### src/rtl/atan2_ratio_div.sv
// atan2_ratio_div: binary32 y/x pre-stage for the Atan pipeline.
// Iterative restoring mantissa divider, one quotient bit per clock,
// with x/y sign sideband for downstream quadrant correction.
module atan2_ratio_div #(
  parameter int unsigned QBITS     = 26,
  parameter logic [31:0] NAN_CANON = 32'h7fc00000
) (
  input  logic        clock,
  input  logic        reset,
  input  logic        io_in_valid,
  output logic        io_in_ready,
  input  logic [31:0] io_in_y,
  input  logic [31:0] io_in_x,
  output logic        io_out_valid,
  input  logic        io_out_ready,
  output logic [31:0] io_out_q,
  output logic        io_out_xneg,
  output logic        io_out_yneg
);

  typedef enum logic [2:0] {IDLE, UNPACK, DIVIDE, ROUND, DONE} state_t;

  state_t             state;
  logic [31:0]        y_r, x_r;
  logic [23:0]        mx;
  logic [24:0]        rem;
  logic [QBITS-1:0]   quo;
  logic signed [9:0]  e;
  logic [4:0]         cnt;

  logic               sign;
  logic               y_zero, y_inf, y_nan, x_zero, x_inf, x_nan;
  logic               special;
  logic [31:0]        special_q;
  logic signed [9:0]  e_unpack;

  // Operand classification and special-case result (denormals read as zero)
  always_comb begin
    sign      = y_r[31] ^ x_r[31];
    y_zero    = (y_r[30:23] == 8'h00);
    y_inf     = (y_r[30:23] == 8'hff) && (y_r[22:0] == '0);
    y_nan     = (y_r[30:23] == 8'hff) && (y_r[22:0] != '0);
    x_zero    = (x_r[30:23] == 8'h00);
    x_inf     = (x_r[30:23] == 8'hff) && (x_r[22:0] == '0);
    x_nan     = (x_r[30:23] == 8'hff) && (x_r[22:0] != '0);
    e_unpack  = $signed({2'b00, y_r[30:23]}) - $signed({2'b00, x_r[30:23]}) + 10'sd127;
    special   = 1'b1;
    special_q = '0;
    if (y_nan || x_nan || (y_inf && x_inf))
      special_q = NAN_CANON;
    else if (x_zero && y_zero)
      special_q = '0;
    else if (x_zero || y_inf)
      special_q = {sign, 8'hff, 23'd0};
    else if (x_inf || y_zero)
      special_q = {sign, 31'd0};
    else
      special = 1'b0;
  end

  logic        ge;
  logic [24:0] rem_sub, rem_next;

  // One restoring-division step: subtract when the divisor fits, then shift
  always_comb begin
    ge       = (rem >= {1'b0, mx});
    rem_sub  = ge ? (rem - {1'b0, mx}) : rem;
    rem_next = rem_sub << 1;
  end

  logic               norm, guard, sticky, round_up;
  logic [23:0]        mant24;
  logic [24:0]        mant_sum;
  logic [22:0]        frac_fin;
  logic signed [9:0]  e_norm, e_fin;
  logic [31:0]        round_q;

  // Normalise on the leading quotient bit, round to nearest even, range check.
  // The bit below guard is folded into sticky so ties are only seen when exact.
  always_comb begin
    norm     = quo[QBITS-1];
    mant24   = norm ? quo[25:2] : quo[24:1];
    guard    = norm ? quo[1] : quo[0];
    sticky   = (rem != '0) || (norm && quo[0]);
    e_norm   = norm ? e : (e - 10'sd1);
    round_up = guard && (sticky || mant24[0]);
    mant_sum = {1'b0, mant24} + {24'd0, round_up};
    if (mant_sum[24]) begin
      frac_fin = mant_sum[23:1];
      e_fin    = e_norm + 10'sd1;
    end else begin
      frac_fin = mant_sum[22:0];
      e_fin    = e_norm;
    end
    if (e_fin >= 10'sd255)
      round_q = {sign, 8'hff, 23'd0};
    else if (e_fin <= 10'sd0)
      round_q = {sign, 31'd0};
    else
      round_q = {sign, e_fin[7:0], frac_fin};
  end

  // Control FSM and datapath registers, outputs registered
  always_ff @(posedge clock) begin
    if (reset) begin
      state        <= IDLE;
      io_in_ready  <= 1'b1;
      io_out_valid <= 1'b0;
      io_out_q     <= '0;
      io_out_xneg  <= 1'b0;
      io_out_yneg  <= 1'b0;
      y_r          <= '0;
      x_r          <= '0;
      mx           <= '0;
      rem          <= '0;
      quo          <= '0;
      e            <= '0;
      cnt          <= '0;
    end else begin
      case (state)
        IDLE: begin
          if (io_in_valid) begin
            y_r         <= io_in_y;
            x_r         <= io_in_x;
            io_in_ready <= 1'b0;
            state       <= UNPACK;
          end
        end
        UNPACK: begin
          if (special) begin
            io_out_q     <= special_q;
            io_out_xneg  <= x_r[31];
            io_out_yneg  <= y_r[31];
            io_out_valid <= 1'b1;
            state        <= DONE;
          end else begin
            mx    <= {1'b1, x_r[22:0]};
            rem   <= {2'b01, y_r[22:0]};
            quo   <= '0;
            cnt   <= '0;
            e     <= e_unpack;
            state <= DIVIDE;
          end
        end
        DIVIDE: begin
          quo <= {quo[QBITS-2:0], ge};
          rem <= rem_next;
          cnt <= cnt + 5'd1;
          if (cnt == 5'(QBITS - 1))
            state <= ROUND;
        end
        ROUND: begin
          io_out_q     <= round_q;
          io_out_xneg  <= x_r[31];
          io_out_yneg  <= y_r[31];
          io_out_valid <= 1'b1;
          state        <= DONE;
        end
        DONE: begin
          if (io_out_ready) begin
            io_out_valid <= 1'b0;
            io_in_ready  <= 1'b1;
            state        <= IDLE;
          end
        end
        default: state <= IDLE;
      endcase
    end
  end

endmodule

### config.mk
export PLATFORM = sky130hd
export DESIGN_NAME = atan2_ratio_div
export DESIGN_NICKNAME = d
export VERILOG_FILES = /design/src/rtl/atan2_ratio_div.sv
export SDC_FILE = /design/constraint.sdc
export NUM_CORES = 1
export LEC_CHECK = 0
export CAP_MARGIN = 20
export CORE_MARGIN = 10
export CORE_UTILIZATION = 55
export DETAILED_ROUTE_END_ITERATION = 8
export GPL_ROUTABILITY_DRIVEN = 0
export PLACE_DENSITY = 0.88
export SYNTH_ARGS = -nofsm -noshare
export SYNTH_HDL_FRONTEND = slang
export SYNTH_SLANG_ARGS = --single-unit
### constraint.sdc
create_clock -name clock -period 13.2 [get_ports clock]
set_clock_uncertainty 0.05 [all_clocks]
set_input_delay 2.64 -clock clock [delete_from_list [all_inputs] [get_ports clock]]
set_output_delay 2.64 -clock clock [all_outputs]
set_load 0.02 [all_outputs]
# == After elaboration in Yosys (flattened, before gate mapping) ==
# Index checks and enable logic that the tools add are counted.
# Widths: inputs -> output; s select.
# op_classes
bitwise_logic,2
n_reduce_logical,33
mux,39
n_eq_ne,12
order_cmp,3
addsub,7
# ops
op,n
$mux 32,5
$pmux 32 s2,1
$mux 31,2
$pmux 26 s2,1
$pmux 25 s2,1
$mux 24,2
$logic_not 23->1,2
$reduce_bool 23->1,2
$mux 26,1
$add 24x1->25,1
$ge 25x24->1,1
$mux 25,1
$reduce_bool 25->1,1
$sub 24x24->24,1
$mux 23,1
$mux 10,2
$eq 8x8->1 const B,2
$logic_not 8->1,2
$pmux 3 s5,1
$mux 3,4
$mux 1,11
$add 10x2->10 const B,1
$add 9x8->10 const B,1
$ge 10x9->1 const B,1
other kinds (22),48
# word_totals
regBits,193
input_bits,68

# == Longest topological paths before layout ==
# depth
ltp_word,10
mapped_depth,18
mapped_depth_nobuf,13

# == Worst setup path before layout ==
# Ideal clock, no wire load.
# synth_timing
path_type,reg2reg
startpoint,register quo[25]
endpoint,register io_out_q[13]
path_slack_ps,8433
setup_ps,62
path_stages_with_launch,18
arrival_time_ps,4656
cell_sequence,dfxtp_1 -> buf_6 -> buf_6 -> clkbuf_1 -> clkbuf_1 -> buf_1 -> clkbuf_1 -> mux2_2 -> ha_1 -> nand4_1 -> nor4_4 -> nand4_4 -> or4_4 -> xnor2_4 -> and3_4 -> a2111o_1 -> nor2_4 -> a32o_1
# synth_via
elab_chain_len,10
elab_cells_between_ends,16
cone_classes,2 x add/sub; 2 x order compare; 8 x mux; 4 x reduce/logical
# synth_rtl
element,line,text
"start, declared",27,logic [QBITS-1:0] quo;
"start signal, assigned",146,"quo <= {quo[QBITS-2:0], ge};"
$logic_and 1x1->1,84,sticky = (rem != '0) || (norm && quo[0]);
$logic_or 1x1->1,84,
$logic_or 1x1->1,86,round_up = guard && (sticky || mant24[0]);
$logic_and 1x1->1,86,
$add 24x1->25,87,"mant_sum = {1'b0, mant24} + {24'd0, round_up};"
$mux 10,88,if (mant_sum[24]) begin
$le 10x1->1,97,else if (e_fin <= 10'sd0)
$mux 31,97,
$mux 31 (*),95,if (e_fin >= 10'sd255)
$pmux 32 s2 (*),120,case (state)
"end signal, assigned",131,io_out_q <= special_q;
"end signal, assigned",153,io_out_q <= round_q;
"end, declared",16,"output logic [31:0] io_out_q,"
# Every way passes the cells marked *; elsewhere a longest branch is shown, timed or not.
# A chain may end at the register's enable or synchronous reset.

==> results.md <==
* Status: complete, no violations
* Cts hold-fix bufs at 0
* Antenna-violating nets left at 0
* Minimum clock period at 5.05 ns
* Remaining global-route overflow at 0
* Synthesis-to-layout area growth at 15.1%
* CTS tree: done
* Final Cycle Share at 38.3%
* # DRC at 0
* Seq/Total Area, Yosys at 35.3%
* Syn Nets at 1560
* WL met3 at 1900 um
* Internal at 1140 uW
* Share of synthesized registers carrying an async set or reset at 0%
* Final Max Tran Viols at 0
* Number of CTS-inserted buffers at 17
* Nets at 1596
* Top sig layer: met4
* Final Hold Viols at 0
* EDFF count, synth at 0
* Commonest non-fill, non-tap cell in the layout: nand2_1
* Critical path cell sequence: buf_4, buf_4, inv_1, nand2_1, a21oi_1, a41oi_1, o31ai_1
* CP required at 13.44 ns
* Maximum capacitance violations at 0
* Hold WC Path Type: reg -> reg
* Crit Path Class: in -> reg
* Finish-stage setup viols at 0
* Vias in the first global route at 10000
* Highest Clock Rate at 0.198 GHz
* Layout cells sized above 1 at 4.87%
* Clock share of power at 28.4%
* Die W at 161 um
* Max-slew headroom at 29.6%
* CTS root buf: clkbuf_16
* CP Capture Type: register
* IO buf count at 103
* Worst path arrival time at 5.29 ns
* RSZ-0062 raised after global routing: no
* Iter 0 DRT Violations at 1057
* Library cells used by synthesis at 77
* # diodes at 0
* Post-CTS Resized at 0
* Synth Flop Type: dfxtp_1
* Pwr/cell area at 143 nW/um2
* Max VDD drop at 112 uV
* Combinational share of power at 35.3%
* Sw frac at 36.6%
* Avg Inst Size Synth at 7.54 um2
* Least-Margin Pin Slew at 1.06 ns
* Slowest-stage cell, CP: buf_4
* Cells after Synth at 1452
* Worst-Skew Late Latency at 0.44 ns
* Leakage at 0.00449 uW
* Largest net degree at the start of global routing at 90
* Most frequent cells in the layout: nand2_1 (333), dfxtp_1 (192), a21oi_1 (172)
* Clock-pin slew on the worst setup and hold paths at 0.07 ns
* Startpoint Class: primary input
* Part of the power in registers at 36.2%
* Clk buf depth at 2
* Vias/cell at 6.04
* Worst Path Buf+Inv at 3
* H-tree Lvls at 4
* Row count at 51
* Global-route wire length before repair at 47500 um
* Core Box Area at 19500 um2
* Num ports at 104
* Worst hold margin at 0.394 ns
* DRT met1 WL at 12300 um
* Synthesis Warnings at 0
* Sw power at 659 uW
* Most frequent CP cell: buf_4
* Met2 wire len at 13700 um
* Initial Utilization at 56.1%
* Max FO, Critical Path at 89
* Pre-antenna DRT Iters at 6
* Post-DP HPWL at 20400 um
* Fin Setup TNS at 0 ns
* Full die area at 25900 um2
* Syn Std Cell Area at 10900 um2
* Register bit total from synthesis at 193
* CP max stage delay at 0.80 ns
* Routed len/inst at 16.3 um
* Die H at 161 um
* # Post-CTS Setup Buffers at 0
* DR vias at 10700
* Total track usage at 21.3%
* Initial antenna violation count at 0
* Delay-heaviest family, CP: buffers and inverters
* Detailed-route wire length at 28700 um
* Clock sink count at 193
==> path summary, 6_finish.rpt <==
path / start / to / slack, ns / cells after the start
max: reset / rem[18] / 8.15 / 7
min: io_in_ready / io_in_ready / 0.39 / 2
max reg2reg: quo[25] / io_out_q[17] / 8.71 / 13
min reg2reg: io_in_ready / io_in_ready / 0.39 / 2
==> flip-flops by register name, summed over array words and instances, names as in the netlist <==
register	count
quo	26
x_r	32
y_r	32
e	10
rem	25
io_out_valid	1
state	3
io_out_q	32
cnt	5
io_out_xneg	1
mx	24
io_out_yneg	1
io_in_ready	1
==> cells in the mapped netlist (5+ instances only) <==
cell type  instances  area share [%]
nand2_1          335              11
dfxtp_1          193              35
a21oi_1          172             7.9
clkbuf_1          78             2.7
nor2_1            67             2.3
nand3_1           63             2.9
inv_1             56             1.9
o21ai_0           41             1.9
xnor2_1           39             3.1
ha_1              38             4.3
a31oi_1           27             1.5
nor3_1            27             1.2
nor4_1            26             1.5
a21o_1            21             1.4
mux2i_1           21             1.9
nand4_1           17            0.97
a211oi_1          15             1.0
xor2_1            13             1.0
a21boi_0          11            0.75
nor2b_1           11            0.63
o311a_1           10            0.91
o31ai_1           10            0.69
a311oi_1           8            0.64
and3_1             8            0.46
buf_1              8            0.27
a22o_1             7            0.56
o2111ai_1          7            0.56
a211o_1            6            0.48
nand2b_1           6            0.34
nand3b_1           6            0.41
o211ai_1           6            0.41
o21a_1             6            0.41
or4_1              6            0.41
and2_1             5            0.29
nor3b_1            5            0.34
or3_1              5            0.29
==> layout make-up <==
cell class	count	area, um2
Clock inverter	12	135
Clock buffer	19	443
Multi-Input combinational cell	1109	6520
Inverter	56	210
Fill cell	1635	6930
Sequential cell	193	3860
Timing Repair Buffer	111	1090
Tap cell	265	332
==> logic make-up after synthesis <==
family	count (synthesis)	share of synthesized area [%]
DFF	193	35.3
and+or+nand+nor	608	25.5
xor gates and xnor gates	53	4.41
AOI/OAI and AO/OA	383	22.4
muxes	25	2.33
buffers and inverters	150	5.37
adders and majority gates	40	4.71
==> worst min-delay path: cells and delay by family (launching register included) <==
kind	cells	cell delay (ns)
DFF	1	0.31
and+or+nand+nor	2	0.09
==> power by group through the flow <==
stage               Sequential [uW]  Combinational (uW)  Clock [uW]
global route                    656                 697         537
floorplan                       656                 477           0
global placement                663                 605           0
finish                          653                 637         513
detailed placement              664                 620           0
CTS                             651                 624         514
==> through the flow <==
step	cell area [um2]	utilization, %	worst slack, ns	std cells	power (uW)
after global placement	12000	61.5	7.75	1733	1270
after CTS	12600	64.5	8.14	1764	1790
after global routing	12600	64.5	7.84	1765	1890
final	12600	64.5	8.15	1765	1800
after floorplan	10900	-	8.43	1452	1130
after detailed placement	12000	61.5	7.70	1733	1280
==> layer usage <==
metal | vias to the layer above | GRT usage (%)
li1 | 5206 | -
met1 | 4986 | 26.0
met2 | 408 | 36.3
met3 | 55 | 4.09
met4 | 0 | 8.35
met5 | - | 0
No activity file was read; power rests on OpenSTA's default activity.
